===== src/rtl/send_sched_pkg.sv =====
// Shared constants for the send scheduler: FSM state encodings and
// frame-ordering mode selectors.
package send_sched_pkg;

  // FSM state encodings
  localparam logic [2:0] ST_IDLE      = 3'd0;
  localparam logic [2:0] ST_LOAD      = 3'd1;
  localparam logic [2:0] ST_GAP       = 3'd2;
  localparam logic [2:0] ST_REQ       = 3'd3;
  localparam logic [2:0] ST_WAIT_DONE = 3'd4;
  localparam logic [2:0] ST_ADVANCE   = 3'd5;

  // Frame ordering within a round
  localparam logic MODE_COPY_MAJOR = 1'b0;  // all segments of txid 1, then txid 2 ...
  localparam logic MODE_SEG_MAJOR  = 1'b1;  // seg 0 txid 1..R, then seg 1 ...

endpackage


===== src/rtl/send_gap_timer.sv =====
// Idle-gap timer: counts consecutive non-busy cycles while running and
// reports when the count reaches the target on a non-busy cycle. Any busy
// cycle restarts the count, so the gap is always measured as an unbroken
// quiet stretch on the frame generator.
import send_sched_pkg::*;

module send_gap_timer #(
  parameter int GAP_W = 28
) (
  input  logic             clk125MHz,
  input  logic             RST,
  input  logic             i_run,
  input  logic             i_busy,
  input  logic [GAP_W-1:0] i_target,
  output logic             o_done
);

  logic [GAP_W-1:0] r_count;

  // Target reached on a quiet cycle; a target of 0 fires on the first quiet cycle.
  assign o_done = i_run && !i_busy && (r_count == i_target);

  // Count quiet cycles; clear when stopped, on busy, or once the gap is satisfied.
  always_ff @(posedge clk125MHz) begin
    if (RST || !i_run || i_busy || o_done) begin
      r_count <= '0;
    end else begin
      r_count <= r_count + GAP_W'(1);
    end
  end

endmodule


===== src/rtl/send_scheduler.sv =====
// Transmit scheduler: walks segment number and copy id through one round
// of frames using config latched at the start of each round, spaces
// requests by a programmable quiet gap and hands each frame to the frame
// generator with a req/busy handshake. Rounds always run to completion.
import send_sched_pkg::*;

module send_scheduler #(
  parameter int SEG_W  = 16,
  parameter int TXID_W = 8,
  parameter int AUX_W  = 8,
  parameter int GAP_W  = 28
) (
  input  logic              clk125MHz,
  input  logic              RST,
  input  logic              enable,
  input  logic [SEG_W-1:0]  cfg_seg_count,
  input  logic [TXID_W-1:0] cfg_redundancy,
  input  logic [GAP_W-1:0]  cfg_gap,
  input  logic              cfg_mode,
  input  logic              busy,
  output logic              send_req,
  output logic [SEG_W-1:0]  seg_num,
  output logic [TXID_W-1:0] txid,
  output logic [AUX_W-1:0]  aux,
  output logic              first_copy,
  output logic              round_done,
  output logic              active
);

  logic [2:0]        r_state;
  logic [SEG_W-1:0]  r_seg;
  logic [TXID_W-1:0] r_txid;
  logic [AUX_W-1:0]  r_aux;
  logic [SEG_W-1:0]  r_seg_count_l;
  logic [TXID_W-1:0] r_red_l;
  logic [GAP_W-1:0]  r_gap_l;
  logic              r_mode_l;

  logic w_gap_done;
  logic w_seg_wrap;
  logic w_txid_wrap;
  logic w_last;

  send_gap_timer #(.GAP_W(GAP_W)) u_gap_timer (
    .clk125MHz (clk125MHz),
    .RST       (RST),
    .i_run     (r_state == ST_GAP),
    .i_busy    (busy),
    .i_target  (r_gap_l),
    .o_done    (w_gap_done)
  );

  // Full-width comparisons against the latched round configuration.
  assign w_seg_wrap  = (r_seg == r_seg_count_l - SEG_W'(1));
  assign w_txid_wrap = (r_txid == r_red_l);
  assign w_last      = w_seg_wrap && w_txid_wrap;

  assign send_req   = (r_state == ST_REQ);
  assign seg_num    = r_seg;
  assign txid       = r_txid;
  assign aux        = r_aux;
  assign first_copy = (r_txid == TXID_W'(1));
  assign round_done = (r_state == ST_ADVANCE) && w_last;
  assign active     = (r_state != ST_IDLE);

  // Round sequencing FSM with index stepping and per-round config latch.
  always_ff @(posedge clk125MHz) begin
    if (RST) begin
      r_state       <= ST_IDLE;
      r_seg         <= '0;
      r_txid        <= TXID_W'(1);
      r_aux         <= '0;
      r_seg_count_l <= SEG_W'(1);
      r_red_l       <= TXID_W'(1);
      r_gap_l       <= '0;
      r_mode_l      <= MODE_COPY_MAJOR;
    end else begin
      case (r_state)
        ST_IDLE: begin
          if (enable) r_state <= ST_LOAD;
        end
        ST_LOAD: begin
          r_seg_count_l <= (cfg_seg_count == '0) ? SEG_W'(1) : cfg_seg_count;
          r_red_l       <= (cfg_redundancy == '0) ? TXID_W'(1) : cfg_redundancy;
          r_gap_l       <= cfg_gap;
          r_mode_l      <= cfg_mode;
          r_seg         <= '0;
          r_txid        <= TXID_W'(1);
          r_state       <= ST_GAP;
        end
        ST_GAP: begin
          if (w_gap_done) r_state <= ST_REQ;
        end
        ST_REQ: begin
          if (busy) r_state <= ST_WAIT_DONE;
        end
        ST_WAIT_DONE: begin
          if (!busy) r_state <= ST_ADVANCE;
        end
        ST_ADVANCE: begin
          if (w_last) begin
            // Indices stay on the final frame so outputs show the last request.
            r_aux   <= r_aux + AUX_W'(1);
            r_state <= enable ? ST_LOAD : ST_IDLE;
          end else begin
            if (r_mode_l == MODE_COPY_MAJOR) begin
              if (w_seg_wrap) begin
                r_seg  <= '0;
                r_txid <= r_txid + TXID_W'(1);
              end else begin
                r_seg <= r_seg + SEG_W'(1);
              end
            end else begin
              if (w_txid_wrap) begin
                r_txid <= TXID_W'(1);
                r_seg  <= r_seg + SEG_W'(1);
              end else begin
                r_txid <= r_txid + TXID_W'(1);
              end
            end
            r_state <= ST_GAP;
          end
        end
        default: r_state <= ST_IDLE;
      endcase
    end
  end

endmodule

===== config.mk =====
export PLATFORM = sky130hd
export DESIGN_NAME = send_scheduler
export DESIGN_NICKNAME = d
export VERILOG_FILES = /design/src/rtl/send_sched_pkg.sv /design/src/rtl/send_gap_timer.sv /design/src/rtl/send_scheduler.sv
export SDC_FILE = /design/constraint.sdc
export NUM_CORES = 1
export LEC_CHECK = 0
export CAP_MARGIN = 25
export CORE_ASPECT_RATIO = 0.9
export CORE_MARGIN = 2
export CORE_UTILIZATION = 52
export CTS_CLUSTER_DIAMETER = 150
export DETAILED_ROUTE_END_ITERATION = 8
export GPL_ROUTABILITY_DRIVEN = 0
export PLACE_DENSITY = 0.87
export SLEW_MARGIN = 5
export SYNTH_ARGS = -nofsm -noshare
export SYNTH_HDL_FRONTEND = slang
export SYNTH_SLANG_ARGS = --single-unit

===== constraint.sdc =====
create_clock -name clk125MHz -period 6.4 [get_ports clk125MHz]
set_input_delay 0.96 -clock clk125MHz [delete_from_list [all_inputs] [get_ports clk125MHz]]
set_output_delay 0.96 -clock clk125MHz [all_outputs]
set_load 0.005 [all_outputs]

# [Yosys cells after proc, flatten, opt, wreduce, memory -nomap -nowiden]
# Index checks and enable logic that the tools add are counted.
[totals] register_bits=116 input_bits=57 output_inout_bits=36 wordCells=67
[classes] add_sub_neg=5 n_eq_ne=16 muxes=19 reduce_logical=18
[ops] operator="$mux W16" count=5
[ops] operator="$mux W8" count=5
[ops] operator="$pmux W16 S2" count=1
[ops] operator="$add A28 B1 Y28 const B" count=1
[ops] operator="$eq A28 B28 Y1" count=1
[ops] operator="$pmux W3 S6" count=1
[ops] operator="$add A16 B1 Y16 const B" count=1
[ops] operator="$add A8 B1 Y8 const B" count=2
[ops] operator="$eq A16 B16 Y1" count=1
[ops] operator="$logic_not A16 Y1" count=1
[ops] operator="$pmux W8 S2" count=1
[ops] operator="$sub A16 B1 Y16 const B" count=1
[ops] operator="$mux W3" count=4
[ops] operator="$ne A2 B2 Y1 const B" count=5
[ops] operator="$eq A8 B1 Y1 const B" count=1
[ops] operator="$eq A8 B8 Y1" count=1
[ops] operator="$logic_not A8 Y1" count=1
[ops] operator="$eq A3 B2 Y1 const B" count=2
[ops] operator="$eq A3 B3 Y1 const B" count=2
[ops] operator="$ne A3 B3 Y1 const B" count=2
[ops] operator="$reduce_and A3 Y1" count=2
[ops] operator="$logic_and A1 B1 Y1" count=4
[ops] operator="$reduce_and A4 Y1" count=1
[ops] operator="$eq A3 B1 Y1 const B" count=1
[ops] operator="8 further kinds" count=11

# [Depth between registers and ports, before layout]
# Gate-level depths: netlist of the first run.
[depth] depth_word=6 mapped_depth=12 mapped_depth_nobuf=10

# [Modules after synthesis]
# Synthesis of the first run repeated with hierarchy kept, for this count alone.
[hier_totals] hier_cells=764 hier_area_um2=6165.9
[modules_own_cells] mod="send_scheduler" instances=1 cells_each=587 area_each_um2=4586.9 seq_area_each_um2=1761.7
[modules_own_cells] mod="send_gap_timer" instances=1 cells_each=177 area_each_um2=1579.0 seq_area_each_um2=560.5

# [Worst setup path after synthesis of the first run]
# OpenSTA, ideal clock, no wires.
[synth_path] kind="reg2out" startpoint="register r_seg_count_l[0]" endpoint="output port round_done" t_arrival_ps=2409 required_ps=5440 path_slack_ps=3031 path_stages_with_launch=12 path_cell_list="dfxtp_1 inv_1 ha_1 or3b_2 buf_1 nor4_1 nor4_1 o21a_2 nor4_4 buf_6 inv_2 nor2_1"
[synth_via] elab_chain_len=4
[synth_rtl] element="start, declared" line_no="send_scheduler.sv:34" rtl="logic [SEG_W-1:0] r_seg_count_l;"
[synth_rtl] element="start signal, assigned" line_no="send_scheduler.sv:83" rtl="r_seg_count_l <= (cfg_seg_count == '0) ? SEG_W'(1) : cfg_seg_count;"
[synth_rtl] element="$sub A16 B1 Y16" line_no="send_scheduler.sv:54" rtl="assign w_seg_wrap = (r_seg == r_seg_count_l - SEG_W'(1));"
[synth_rtl] element="$eq A16 B16 Y1" line_no="send_scheduler.sv:54"
[synth_rtl] element="$logic_and A1 B1 Y1" line_no="send_scheduler.sv:56" rtl="assign w_last = w_seg_wrap && w_txid_wrap;"
[synth_rtl] element="$logic_and A1 B1 Y1" line_no="send_scheduler.sv:63" rtl="assign round_done = (r_state == ST_ADVANCE) && w_last;"
[synth_rtl] element="end, declared" line_no="send_scheduler.sv:26" rtl="output logic round_done,"
# No other way between the ends.

# [Worst setup path after layout of the first run]
[layout_path] startpoint="register r_seg_count_l[3]" endpoint="output port round_done"
# The elaborated chain is that of the path after synthesis.

==> results.tsv, run 1 <==
stage	metric	value	unit
floorplanning	die_x	115	um
timing	finalSetupTns	0	ps
drt	wl	15000	um
power	powerDensity	286	mW/mm^2
yosys	synth_edf_count	0	
yosys	yosysWarnings	0	
grt	track_usage	0.256	
floorplanning	start_util	0.535	
placed_design	dpl.hpwl	10500	um
layout	final_util	0.683	
setup_path	reg2reg_depth	8	
min_path	hold_depth	2	
grt	grt_use_met1	0.337	
min_path	min_from	r_gap_l[27]	
yosys	synth-seq-cells	116	
timing	max_freq	0.212	GHz
grt	gr-total-overflow	0	
power	p_leak	2.68	nW
drt	vias	5424	
setup_path	r2r_slack	2690	ps
floorplanning	io_pins	93	
grt	grt_pass1_wl	24700	um
timing	maxSlewViolCount	0	
placed_design	port_buffers	92	
timing	tightest_slew	944	ps
clocking	root_buffer	clkbuf_16	
clocking	post-cts-setup-buffers	0	
yosys	synth.distinct_cells	55	
drt	vias_per_cell	5.75	
drt	drt_first_iter_violations	334	
clocking	clk_latency	410	ps
yosys	synthArstFlopShare	0	
yosys	syn_area	0.00578	mm^2
run_status	outcome	complete, no violations	
floorplanning	rows	36	
setup_path	worstPathArrival	3770	ps
layout	n_antenna_cell	0	
power	ir_drop	0.217	mV
clocking	cts.sinks	116	
grt	grt_max_degree	75	
setup_path	cpMaxStageDelayCell	nor4_1	
drt	drtAntennaViolNets	0	
clocking	cts_max_level	4	
clocking	cts_tree	done	
floorplanning	die_h	104	um
yosys	synth_area_per_cell	8.08	um^2
layout	nets	860	
timing	finalHoldViolCount	0	
min_path	holdPathEnd	r_gap_l[27]	
setup_path	path_cells	nor4_1 > nand4_1 > mux2i_1 > a21oi_1 > nor4_4 > inv_2 > nor2_1 > clkdlybuf4s50_1	
run	max_cap_violations	0	
yosys	seq_area_frac_synth	0.402	
yosys	syn_inst	716	
layout	drive_gt1_frac	0.0654	
clocking	clockBufferDepth	2	
setup_path	cp_num_buf_inv	2	
timing	rsz0062_at_grt	false	
grt	grt-busiest-layer	met2	
clocking	cts.repair.resized	0	
clocking	clk_pin_slew	60	ps
timing	fin_crit	4730	ps
timing	finalCritPeriodShare	0.738	
setup_path	cpPeakStageDelay	800	ps
min_path	hold_class	flip-flop to flip-flop	
setup_path	startpoint_type	flip-flop	
setup_path	worstPathRequired	5440	ps
grt	grt_pass1_vias	5128	
grt	met2_usage	0.419	
timing	slew_headroom	0.369	
setup_path	r2r-start	r_seg_count_l[3]	
grt	use_met3	0.0455	
setup_path	reg2reg_to	txid[0]	
layout	synthToLayoutAreaGrowth	27.7	%
setup_path	critPathCaptureType	output pin	
drt	drc	0	
floorplanning	fp.dieArea	0.0120	mm^2
setup_path	crit_fanout	12	
drt	wl_per_cell	15.9	um
grt	antenna_found_initial	0	
setup_path	critPathKind	flip-flop to output pin	
timing	setup_viol	0	
timing	skew	7.11	ps
setup_path	critical-path-top-delay-family	simple AND/OR/NAND/NOR gates	
yosys	syn_nets	779	
floorplanning	core	0.0108	mm^2
clocking	hold_buffers	0	
yosys	synth_flop_cell	dfxtp_1	
drt	dr.pass1.iters	5	
clocking	numCtsBuffers	17	
power by group:
| part | internal, mW | switching, mW | total [mW] |
|---|---|---|---|
| registers | 0.763 | 0.0401 | 0.803 |
| clock network | 0.586 | 0.357 | 0.943 |
| logic | 0.158 | 0.209 | 0.368 |
state kept, by name, indices dropped and copies added, names as in the netlist, 3 cells and up:
signal	count
aux	8
r_gap_l	28
r_red_l	8
r_seg_count_l	16
r_state	3
seg_num	16
txid	8
u_gap_timer.r_count	28
final cells by class:
type                            count  area [um^2]
Fill cell                         803         3430
Multi-Input combinational cell    556         3290
Sequential cell                   116         2320
Timing Repair Buffer               95          971
Clock buffer                       18          439
Tap cell                          133          166
Clock inverter                     14          153
Inverter                           11         41.3
tightest hold or removal path: stages (launching register included):
cell and delay [ps]:
dfxtp_1 310, nand2_1 50, a21oi_1 50
Yosys cell counts (5+ instances only):
library cell | count | area (um^2)
nor2_1 | 60 | 225
a21oi_1 | 68 | 340
or3_1 | 7 | 43.8
nand2b_1 | 7 | 43.8
ha_1 | 6 | 75.1
a211oi_1 | 8 | 60.1
xnor2_1 | 50 | 438
nand3_1 | 21 | 105
o21ai_0 | 19 | 95.1
clkbuf_1 | 27 | 101
nor3_1 | 8 | 40.0
nor4_1 | 16 | 100
a21o_1 | 6 | 45.0
nand4_1 | 24 | 150
mux2i_1 | 5 | 50.1
nor2b_1 | 12 | 75.1
xor2_1 | 33 | 289
dfxtp_1 | 116 | 2320
inv_1 | 10 | 37.5
and3_1 | 20 | 125
nand2_1 | 132 | 495
cell families after synthesis:
kind of cell,count (synthesis),share of synthesized area
flops,116,0.402
compound gates,127,0.131
buf+inv,44,0.0309
fa+ha+maj,6,0.0130
mux,12,0.0223
simple gates,328,0.275
xor+xnor,83,0.126
worst max-delay path by stage:
stage                             to        startpoint  cells after the start  slack, ps
final                     round_done  r_seg_count_l[3]                      8       1670
after detailed placement  round_done  r_seg_count_l[3]                      8       2220
after CTS                 round_done  r_seg_count_l[3]                      8       1780
after floorplan           round_done  r_seg_count_l[0]                     11       3030
after global routing      round_done  r_seg_count_l[3]                      8       1560
after global placement    round_done  r_seg_count_l[0]                     10       2320
metrics by stage:
| stage | instance area [um^2] | hold WS [ps] | power, mW | instances | setup slack (ps) |
|---|---|---|---|---|---|
| after floorplan | 5780 | 448 | 1.07 | 716 | 3030 |
| final | 7380 | 468 | 2.11 | 943 | 1670 |
| after global placement | 6740 | 458 | 1.15 | 909 | 2320 |
| after global routing | 7380 | 491 | 2.19 | 943 | 1560 |
| after CTS | 7340 | 469 | 2.10 | 941 | 1780 |
| after detailed placement | 6740 | 461 | 1.17 | 909 | 2220 |
placed cells by master (no fill, tap or decap), types with 5 or more instances in the layout:
cell type and count:
o21ai_0 19, nor4_1 16, nand2_1 132, a21oi_1 68, xor2_1 33, nand3_1 21, a21o_1 6, dfxtp_1 116
or3_1 7, clkbuf_16 17, mux2i_1 5, clkdlybuf4s50_1 91, nor3_1 8, nor2_1 60, and3_1 20, ha_1 6
xnor2_1 50, nand4_1 24, a211oi_1 8, nand2b_1 6, nor2b_1 11, inv_1 10
routing by layer:
layer  part of all wire  routed length, um
met1               0.45               6730
met2               0.48               7190
met3              0.058                867
met4              0.011                167
met5                  0                  0
Note: power is estimated with default switching activity, not from simulation.
==> inputs of run 2 (changes only) <==
--- a/config.mk
+++ b/config.mk
@@ -8,11 +8,11 @@
 export CAP_MARGIN = 25
 export CORE_ASPECT_RATIO = 0.9
 export CORE_MARGIN = 2
-export CORE_UTILIZATION = 52
+export CORE_UTILIZATION = 49
 export CTS_CLUSTER_DIAMETER = 150
 export DETAILED_ROUTE_END_ITERATION = 8
 export GPL_ROUTABILITY_DRIVEN = 0
-export PLACE_DENSITY = 0.87
+export PLACE_DENSITY = 0.86
 export SLEW_MARGIN = 5
 export SYNTH_ARGS = -nofsm -noshare
 export SYNTH_HDL_FRONTEND = slang
==> constraint.sdc (replaced) <==
create_clock -name clk125MHz -period 4.3 [get_ports clk125MHz]
set_input_delay 0.645 -clock clk125MHz [delete_from_list [all_inputs] [get_ports clk125MHz]]
set_output_delay 0.645 -clock clk125MHz [all_outputs]
set_load 0.005 [all_outputs]
==> results.tsv, run 2 (synthesis results as in run 1) <==
stage	metric	value	unit	change
clocking	cts_tree	done		
placed_design	preCtsSetupSlack	657	ps	-1560 ps
setup_path	cpMaxStageDelayCell	or3b_2		
clocking	numCtsBuffers	17		unchanged
setup_path	cpPeakStageDelay	540	ps	-260 ps
setup_path	crit_fanout	12		unchanged
timing	finalHoldViolCount	0		unchanged
drt	drc	0		unchanged
floorplanning	fp.dieArea	0.0127	mm^2	+5.9%
timing	fin_crit	4060	ps	
timing	max_freq	0.246	GHz	
grt	track_usage	0.231		-0.0250
timing	finalCritPeriodShare	0.945		
timing	setup_viol	0		unchanged
floorplanning	io_pins	93		unchanged
grt	grt_pass1_vias	4987		-2.7%
grt	grt_pass1_wl	23600	um	-4.4%
drt	vias_per_cell	5.55		-3.5%
timing	rsz0062_at_grt	false		
setup_path	cp_num_buf_inv	4		+2
setup_path	cpMostUsedCell	nor4_1		
setup_path	worstPathRequired	3650	ps	-1790 ps
drt	wl	14500	um	-3.3%
placed_design	port_buffers	92		unchanged
layout	final_cell_mix	nand2_1, dfxtp_1, clkdlybuf4s50_1		
power	p_leak	2.71	nW	+0.93%
grt	grt_max_degree	71		-5.3%
floorplanning	core	0.0115	mm^2	+6.2%
power	powerDensity	432	mW/mm^2	+51%
layout	final_common_cell	nand2_1		
clocking	cts_max_level	4		unchanged
setup_path	critical-path-top-delay-family	simple AND/OR/NAND/NOR gates		
floorplanning	rows	37		+2.8%
timing	maxSlewViolCount	0		unchanged
drt	drt_first_iter_violations	355		+6.3%
setup_path	critPathKind	flip-flop to output pin		
clocking	root_buffer	clkbuf_16		
run	max_cap_violations	0		unchanged
timing	finalSetupTns	0	ps	unchanged
layout	reg_top3	r_gap_l: 28 flops, u_gap_timer.r_count: 28 flops		
setup_path	path_cells	inv_1 > ha_1 > or3b_2 > nor4_1 > nor4_1 > o21a_2 > nor4_4 > buf_4 > inv_2 > nor2_1 > clkdlybuf4s50_1		
power	ir_drop	0.319	mV	+47%
layout	synthToLayoutAreaGrowth	29.0	%	
clocking	clk_pin_slew	50	ps	about the same
min_path	hold_class	flip-flop to flip-flop		
placed_design	placedCellCount	934		+2.8%
layout	instances_no_fill	967		+2.5%
layout	n_antenna_cell	0		unchanged
clocking	hold_buffers	0		unchanged
layout	nets	862		+0.23%
drt	vias	5369		-1.0%
drt	wl_per_cell	15.0	um	-5.7%
setup_path	worstPathArrival	3420	ps	-350 ps
setup_path	critPathCaptureType	output pin		
layout	drive_gt1_frac	0.0641		-0.00131
timing	tightest_slew	981	ps	+37.6 ps
clocking	cts.sinks	116		unchanged
floorplanning	die_x	119	um	+2.9%
floorplanning	start_util	0.504		-0.0312
timing	skew	7.85	ps	+0.739 ps
placed_design	dpl.hpwl	9780	um	-7.1%
setup_path	startpoint_type	flip-flop		
clocking	clockBufferDepth	2		unchanged
clocking	clk_latency	410	ps	about the same
placed_design	place_area	0.00679	mm^2	+0.65%
grt	antenna_found_initial	0		unchanged
timing	slew_headroom	0.342		-0.0271
floorplanning	die_h	107	um	+2.9%
grt	gr-total-overflow	0		unchanged
layout	finish.instance_area	0.00746	mm^2	+1.0%
drt	drtAntennaViolNets	0		unchanged
run_status	outcome	complete, no violations		
drt	dr.pass1.iters	5		unchanged
timing	finalWorstSetupSlack	236	ps	-1440 ps
-- run 2: per-layer routing --
layer / vias to the layer above / global-route usage / share of wire
met1: 2544 / 0.293 / 0.46
met2: 159 / 0.389 / 0.47
met3: 15 / 0.0574 / 0.061
met4: 0 / 0.0689 / 0.0092
met5: - / 0 / 0
li1: 2651 / - / -
-- run 2: tightest hold or removal path: stages, from the launching register on --
cell	delay [ps]
dfxtp_1	310
nand2_1	50
a21oi_1	50
-- run 2: report_power, final --
| group | total (mW) | switching [mW] | internal, mW |
|---|---|---|---|
| clock | 1.48 | 0.481 | 0.994 |
| sequential | 1.20 | 0.0597 | 1.14 |
| combinational | 0.550 | 0.309 | 0.241 |
| total | 3.22 | 0.850 | 2.37 |
-- run 2: timing repair --
item,CTS,global route
resized for setup,0,1
setup endpoints to repair,0,1
setup buffers,0,0
-- run 2: metrics by stage --
stage	total power [mW]	util	hold slack [ps]
6_report	3.22	0.650	464
5_1_grt	3.35	0.650	483
4_1_cts	3.21	0.645	465
3_5_place_dp	1.74	0.591	461
3_3_place_gp	1.72	0.591	458
2_1_floorplan	1.59	-	448
-- run 2: final timing paths --
check	startpoint	endpoint	slack, ps	cells past startpoint
hold reg to reg	r_gap_l[27]	r_gap_l[27]	460	2
hold / removal	r_gap_l[27]	r_gap_l[27]	460	2
setup / recovery	r_seg_count_l[0]	round_done	240	11
setup reg to reg	r_seg_count_l[0]	txid[0]	1020	11
-- run 2: layout make-up --
cell class,count,area (um^2)
fill,966,4020
timing repair buffer,97,986
multi-input combinational,556,3300
clock buffer,22,464
inverter,11,41.3
tap,156,195
clock inverter,9,153
sequential,116,2320
==> inputs of run 3 (changes only) <==
--- a/config.mk
+++ b/config.mk
@@ -12,7 +12,7 @@
 export CTS_CLUSTER_DIAMETER = 150
 export DETAILED_ROUTE_END_ITERATION = 8
 export GPL_ROUTABILITY_DRIVEN = 0
-export PLACE_DENSITY = 0.86
+export PLACE_DENSITY = 0.77
 export SLEW_MARGIN = 5
 export SYNTH_ARGS = -nofsm -noshare
 export SYNTH_HDL_FRONTEND = slang
==> results.tsv, run 3 (synthesis results as in run 1) <==
stage	metric	value	unit	change
run_status	outcome	complete, no violations		
floorplanning	start_util	0.504		unchanged
layout	final_common_cell	nand2_1		
clocking	numCtsBuffers	17		unchanged
setup_path	cp_num_buf_inv	4		unchanged
clocking	cts.repair.resized	0		unchanged
setup_path	crit_fanout	12		unchanged
floorplanning	rows	37		unchanged
layout	seqCellArea	0.00232	mm^2	unchanged
floorplanning	die_h	107	um	unchanged
setup_path	cp.depth	11		unchanged
clocking	cts.sinks	116		unchanged
layout	drive_gt1_frac	0.0617		-0.00239
drt	drtAntennaViolNets	0		unchanged
drt	drc	0		unchanged
timing	fin_crit	4050	ps	-15.7 ps
setup_path	cpMaxStageDelayCell	or3b_2		
layout	finish.instance_area	0.00743	mm^2	-0.32%
grt	grt_pass1_wl	23900	um	+1.3%
setup_path	cpMostUsedCell	nor4_1		
clocking	cts_tree	done		
placed_design	preCtsSetupSlack	686	ps	+29.3 ps
clocking	post-cts-setup-buffers	0		unchanged
setup_path	r2r_slack	690	ps	-330 ps
layout	multi_input_area	0.00329	mm^2	-0.19%
placed_design	placedCellCount	933		-0.11%
setup_path	startpoint_type	flip-flop		
timing	slew_headroom	0.395		+0.0529
timing	maxSlewViolCount	0		unchanged
timing	finalWorstSetupSlack	252	ps	+15.7 ps
setup_path	cpPeakStageDelay	550	ps	about the same
grt	grt_max_degree	56		-21%
layout	synthToLayoutAreaGrowth	28.6	%	
placed_design	dpl.hpwl	10100	um	+3.1%
floorplanning	fp.dieArea	0.0127	mm^2	unchanged
setup_path	critPathCaptureType	output pin		
layout	n_antenna_cell	0		unchanged
drt	drt_first_iter_violations	328		-7.6%
setup_path	critical-path-top-delay-family	simple AND/OR/NAND/NOR gates		
setup_path	startpoint	r_seg_count_l[0]		
power	ir_drop	0.287	mV	-10%
setup_path	crit_path_end	round_done		
clocking	cts_max_level	4		unchanged
layout	nets	861		-0.12%
clocking	clk_pin_slew	50	ps	about the same
clocking	clockBufferDepth	2		unchanged
layout	fillCellCount	989		+2.4%
drt	wl	14600	um	+0.84%
power	p_leak	2.71	nW	about the same
run	max_cap_violations	0		unchanged
min_path	min_from	r_gap_l[11]		
grt	gr-total-overflow	0		unchanged
drt	vias_per_cell	5.54		-0.18%
timing	max_freq	0.247	GHz	+0.39%
setup_path	reg2reg_to	aux[5]		
placed_design	port_buffers	92		unchanged
setup_path	critPathKind	flip-flop to output pin		
layout	final_cell_mix	nand2_1, dfxtp_1, clkdlybuf4s50_1		
floorplanning	core	0.0115	mm^2	unchanged
timing	finalCritPeriodShare	0.941		-0.00365
drt	vias	5354		-0.28%
floorplanning	die_x	119	um	unchanged
setup_path	reg2reg_depth	10		-1
layout	instances_no_fill	966		-0.10%
grt	grt_pass1_vias	5118		+2.6%
setup_path	r2r-start	r_seg_count_l[0]		
timing	finalSetupTns	0	ps	unchanged
setup_path	worstPathRequired	3650	ps	about the same
grt	antenna_found_initial	0		unchanged
layout	final_util	0.648		-0.00207
clocking	hold_buffers	0		unchanged
setup_path	worstPathArrival	3400	ps	-20 ps
drt	dr.pass1.iters	5		unchanged
clocking	root_buffer	clkbuf_16		
clocking	clk_latency	420	ps	about the same
timing	rsz0062_at_grt	false		
power	report.power.total	3.21	mW	-0.45%
timing	setup_viol	0		unchanged
drt	wl_per_cell	15.1	um	+0.94%
power	powerDensity	431	mW/mm^2	-0.13%
min_path	hold_class	flip-flop to flip-flop		
floorplanning	io_pins	93		unchanged
placed_design	place_area	0.00678	mm^2	-0.11%
timing	skew	8.61	ps	+0.763 ps
timing	tightest_slew	905	ps	-76.3 ps
grt	track_usage	0.235		+0.00407
layout	reg_top3	r_gap_l: 28 flops, u_gap_timer.r_count: 28 flops		
setup_path	path_cells	inv_1 > ha_1 > or3b_2 > nor4_1 > nor4_1 > o21a_2 > nor4_4 > buf_4 > inv_2 > nor2_1 > clkdlybuf4s50_1		
timing	finalHoldViolCount	0		unchanged
timing	hold_slack	470	ps	+5.60 ps
## run 3: cell types whose count changed in the layout (fill, tap and decap cells not counted)
cell	before	now
clkinvlp_4	3	1
nor4_1	15	16
clkinv_2	2	4
buf_4	3	2
clkinv_4	0	1
clkbuf_8	2	1
nor4_2	1	0
## run 3: worst min-delay path, cell delays in order, from the launching register on
cell	delay, ps
dfxtp_1	310
nand2_1	50
a21oi_1	50
## run 3: cell type report
| class | instances | share of cell area |
|---|---|---|
| Clock inverter | 10 | 0.0210 |
| Timing Repair Buffer | 96 | 0.132 |
| Inverter | 11 | 0.00555 |
| Sequential cell | 116 | 0.312 |
| Tap cell | 156 | 0.0263 |
| Multi-Input combinational cell | 556 | 0.443 |
| Clock buffer | 21 | 0.0606 |
## run 3: worst min-delay path by stage
stage / end / slack, ps / depth (start not counted)
2_1_floorplan: r_gap_l[12] / 450 / 2
3_3_place_gp: r_gap_l[27] / 460 / 2
3_5_place_dp: r_red_l[2] / 460 / 2
4_1_cts: r_red_l[2] / 470 / 2
5_1_grt: r_gap_l[27] / 490 / 2
6_report: r_gap_l[11] / 470 / 2
## run 3: metal layers
layer  vias to the layer above  track usage  part of all wire
met3                        29       0.0771             0.060
li1                       2648            -                 -
met2                       173        0.386              0.47
met1                      2504        0.290              0.45
met4                         0       0.0825             0.020
met5                         -            0                 0
## run 3: report_power, final
group / switching [mW] / internal, mW
registers: 0.0611 / 1.14
clock network: 0.480 / 0.976
logic: 0.315 / 0.240
==> RTL change (config.mk and constraints of run 3) <==
Put one more register stage on the output `seg_num`, with the module's reset. The value now appears one clock later. The other outputs are not delayed to match.
--- a/src/rtl/send_scheduler.sv
+++ b/src/rtl/send_scheduler.sv
@@ -57,5 +57,11 @@
 
   assign send_req   = (r_state == ST_REQ);
-  assign seg_num    = r_seg;
+  always_ff @(posedge clk125MHz) begin
+    if (RST) begin
+      seg_num <= '0;
+    end else begin
+      seg_num <= r_seg;
+    end
+  end
   assign txid       = r_txid;
   assign aux        = r_aux;
Formal check against the unedited RTL: not equivalent (Yosys sat finds a counterexample within 10 cycles, from zero or initial values and one cycle with RST high).
==> RTL change against run 3 <==
Clock skew is 0.00064 ns lower. Sequential share of layout area is 1.5 points higher. Sequential cell count is 16 higher. Setup slack better by 0.15 ns. Power is 4.1% higher. Design area is 8.4% higher. Wire length is 4.3% higher. Synthesized area is 11% higher. Core utilization is 1.5 points lower. Critical path type unchanged. Largest power group unchanged.
==> RTL change: results (changes against run 3) <==
total half-perimeter wirelength after legalization and detailed placement 10690 um (+6.0%); commonest cells in the netlist 138 x sky130_fd_sc_hd__nand2_1, 132 x sky130_fd_sc_hd__dfxtp_1, 63 x sky130_fd_sc_hd__a21oi_1; share of cell area taken by muxes after synthesis 1.193% (-1.0 points); kind of cell adding the most delay to the critical path simple AND/OR/NAND/NOR gates; WL final 15210 um (+4.3%); average instance area after synthesis 8.233 sq um (+2.0%); data arrival at the endpoint of the critical path 3.26 ns (-0.14 ns); final worst hold slack 0.4668 ns (-0.002921 ns); status finished clean; hold path startpoint r_gap_l[15]$_SDFFE_PP0P_; switching share of total power 26.66% (about the same); maximum vdd drop 0.3215 mV (+12%); initial detailed-routing violation count 346 (+5.5%); post-CTS repair timing setup buffer count 0 (unchanged); max incr delay on CP 0.53 ns (-0.02 ns); first-pass iteration count of the detailed router 5 (unchanged); total routing resource utilization after global routing 21.95% (-1.5 points); wire length per cell after detailed routing 14.75 um (-2.2%); end point of the critical path round_done; adder-cell share of the synthesized area 1.173% (-0.12 points); Compound-Gate Fraction of Synth Area 10.85% (-2.3 points); Finished Cell Area 8060 sq um (+8.4%); Setup WS post-layout 0.3994 ns (+0.1475 ns); Endpoint, Worst Hold r_gap_l[15]$_SDFFE_PP0P_; diodes inserted 0 (unchanged); wire length of the first global-routing pass 25140 um (+5.3%); FF-to-FF End r_seg[9]$_SDFFE_PP0P_; number of global-route vias before repair 5043 (-1.5%); share of the yosys chip area belonging to registers 41.31% (+1.1 points); synthesis warning total 0 (unchanged); placed inst area 7430 sq um (+9.6%); leakage 2.938 nW (+8.5%); met1 Use GR 32.26% (+3.3 points); share of final-layout standard cells stronger than drive strength 1 7.036% (+0.86 points); Synth cell types 65 (+18%); setup slack of the most critical reg-to-reg path 1.11 ns (+0.42 ns); maximum number of pins on one net before global-route repair 60 (+7.1%); buffers from clock root to sink, at most 2 (unchanged); routing usage on met2 31.26% (-7.3 points); library cell contributing the largest single delay on the critical path sky130_fd_sc_hd__clkdlybuf4s50_1; number of vias after detailed routing 5631 (+5.2%); dominant cells by area after synthesis sky130_fd_sc_hd__dfxtp_1 41%, sky130_fd_sc_hd__nand2_1 8.1%, sky130_fd_sc_hd__xor2_1 6.0%; Slew headroom 52.34% (+13 points); count of filler cells inserted in the layout 1050 (+6.2%); syn nets 840 (+7.8%); Worst Skew 0.007970 ns (-0.0006444 ns); maximum net fanout on the critical path 8 (-4); placed cell count 998 (+7.0%); Post-Synth XOR/XNOR Area 11.64% (-0.94 points); met3 track demand over resource 5.624% (-2.1 points); Net count, final 917 (+6.5%); post-place setup slack 0.8716 ns (+0.1858 ns)
## RTL change: layout make-up
type | count | area share, %
Multi-Input combinational cell | 597 | 44.24
Sequential cell | 132 | 32.78
Timing Repair Buffer | 98 | 12.48
Clock buffer | 19 | 5.619
Tap cell | 164 | 2.546
Clock inverter | 13 | 1.956
Inverter | 8 | 0.3726
## RTL change: routing by layer
metal / wire length [um] / vias to the layer above / part of all wire [%]
met2: 6372 / 162 / 42
met4: 289 / 0 / 1.9
met3: 928 / 24 / 6.1
met1: 7620 / 2609 / 50
li1: - / 2836 / -
met5: 0 / - / 0
## RTL change: power groups by stage
stage,clock [mW],sequential (mW),combinational [mW]
final,1.48,1.34,0.520
after global routing,1.55,1.35,0.576
after CTS,1.50,1.34,0.518
after detailed placement,0,1.37,0.515
after global placement,0,1.36,0.490
after floorplan,0,1.34,0.373
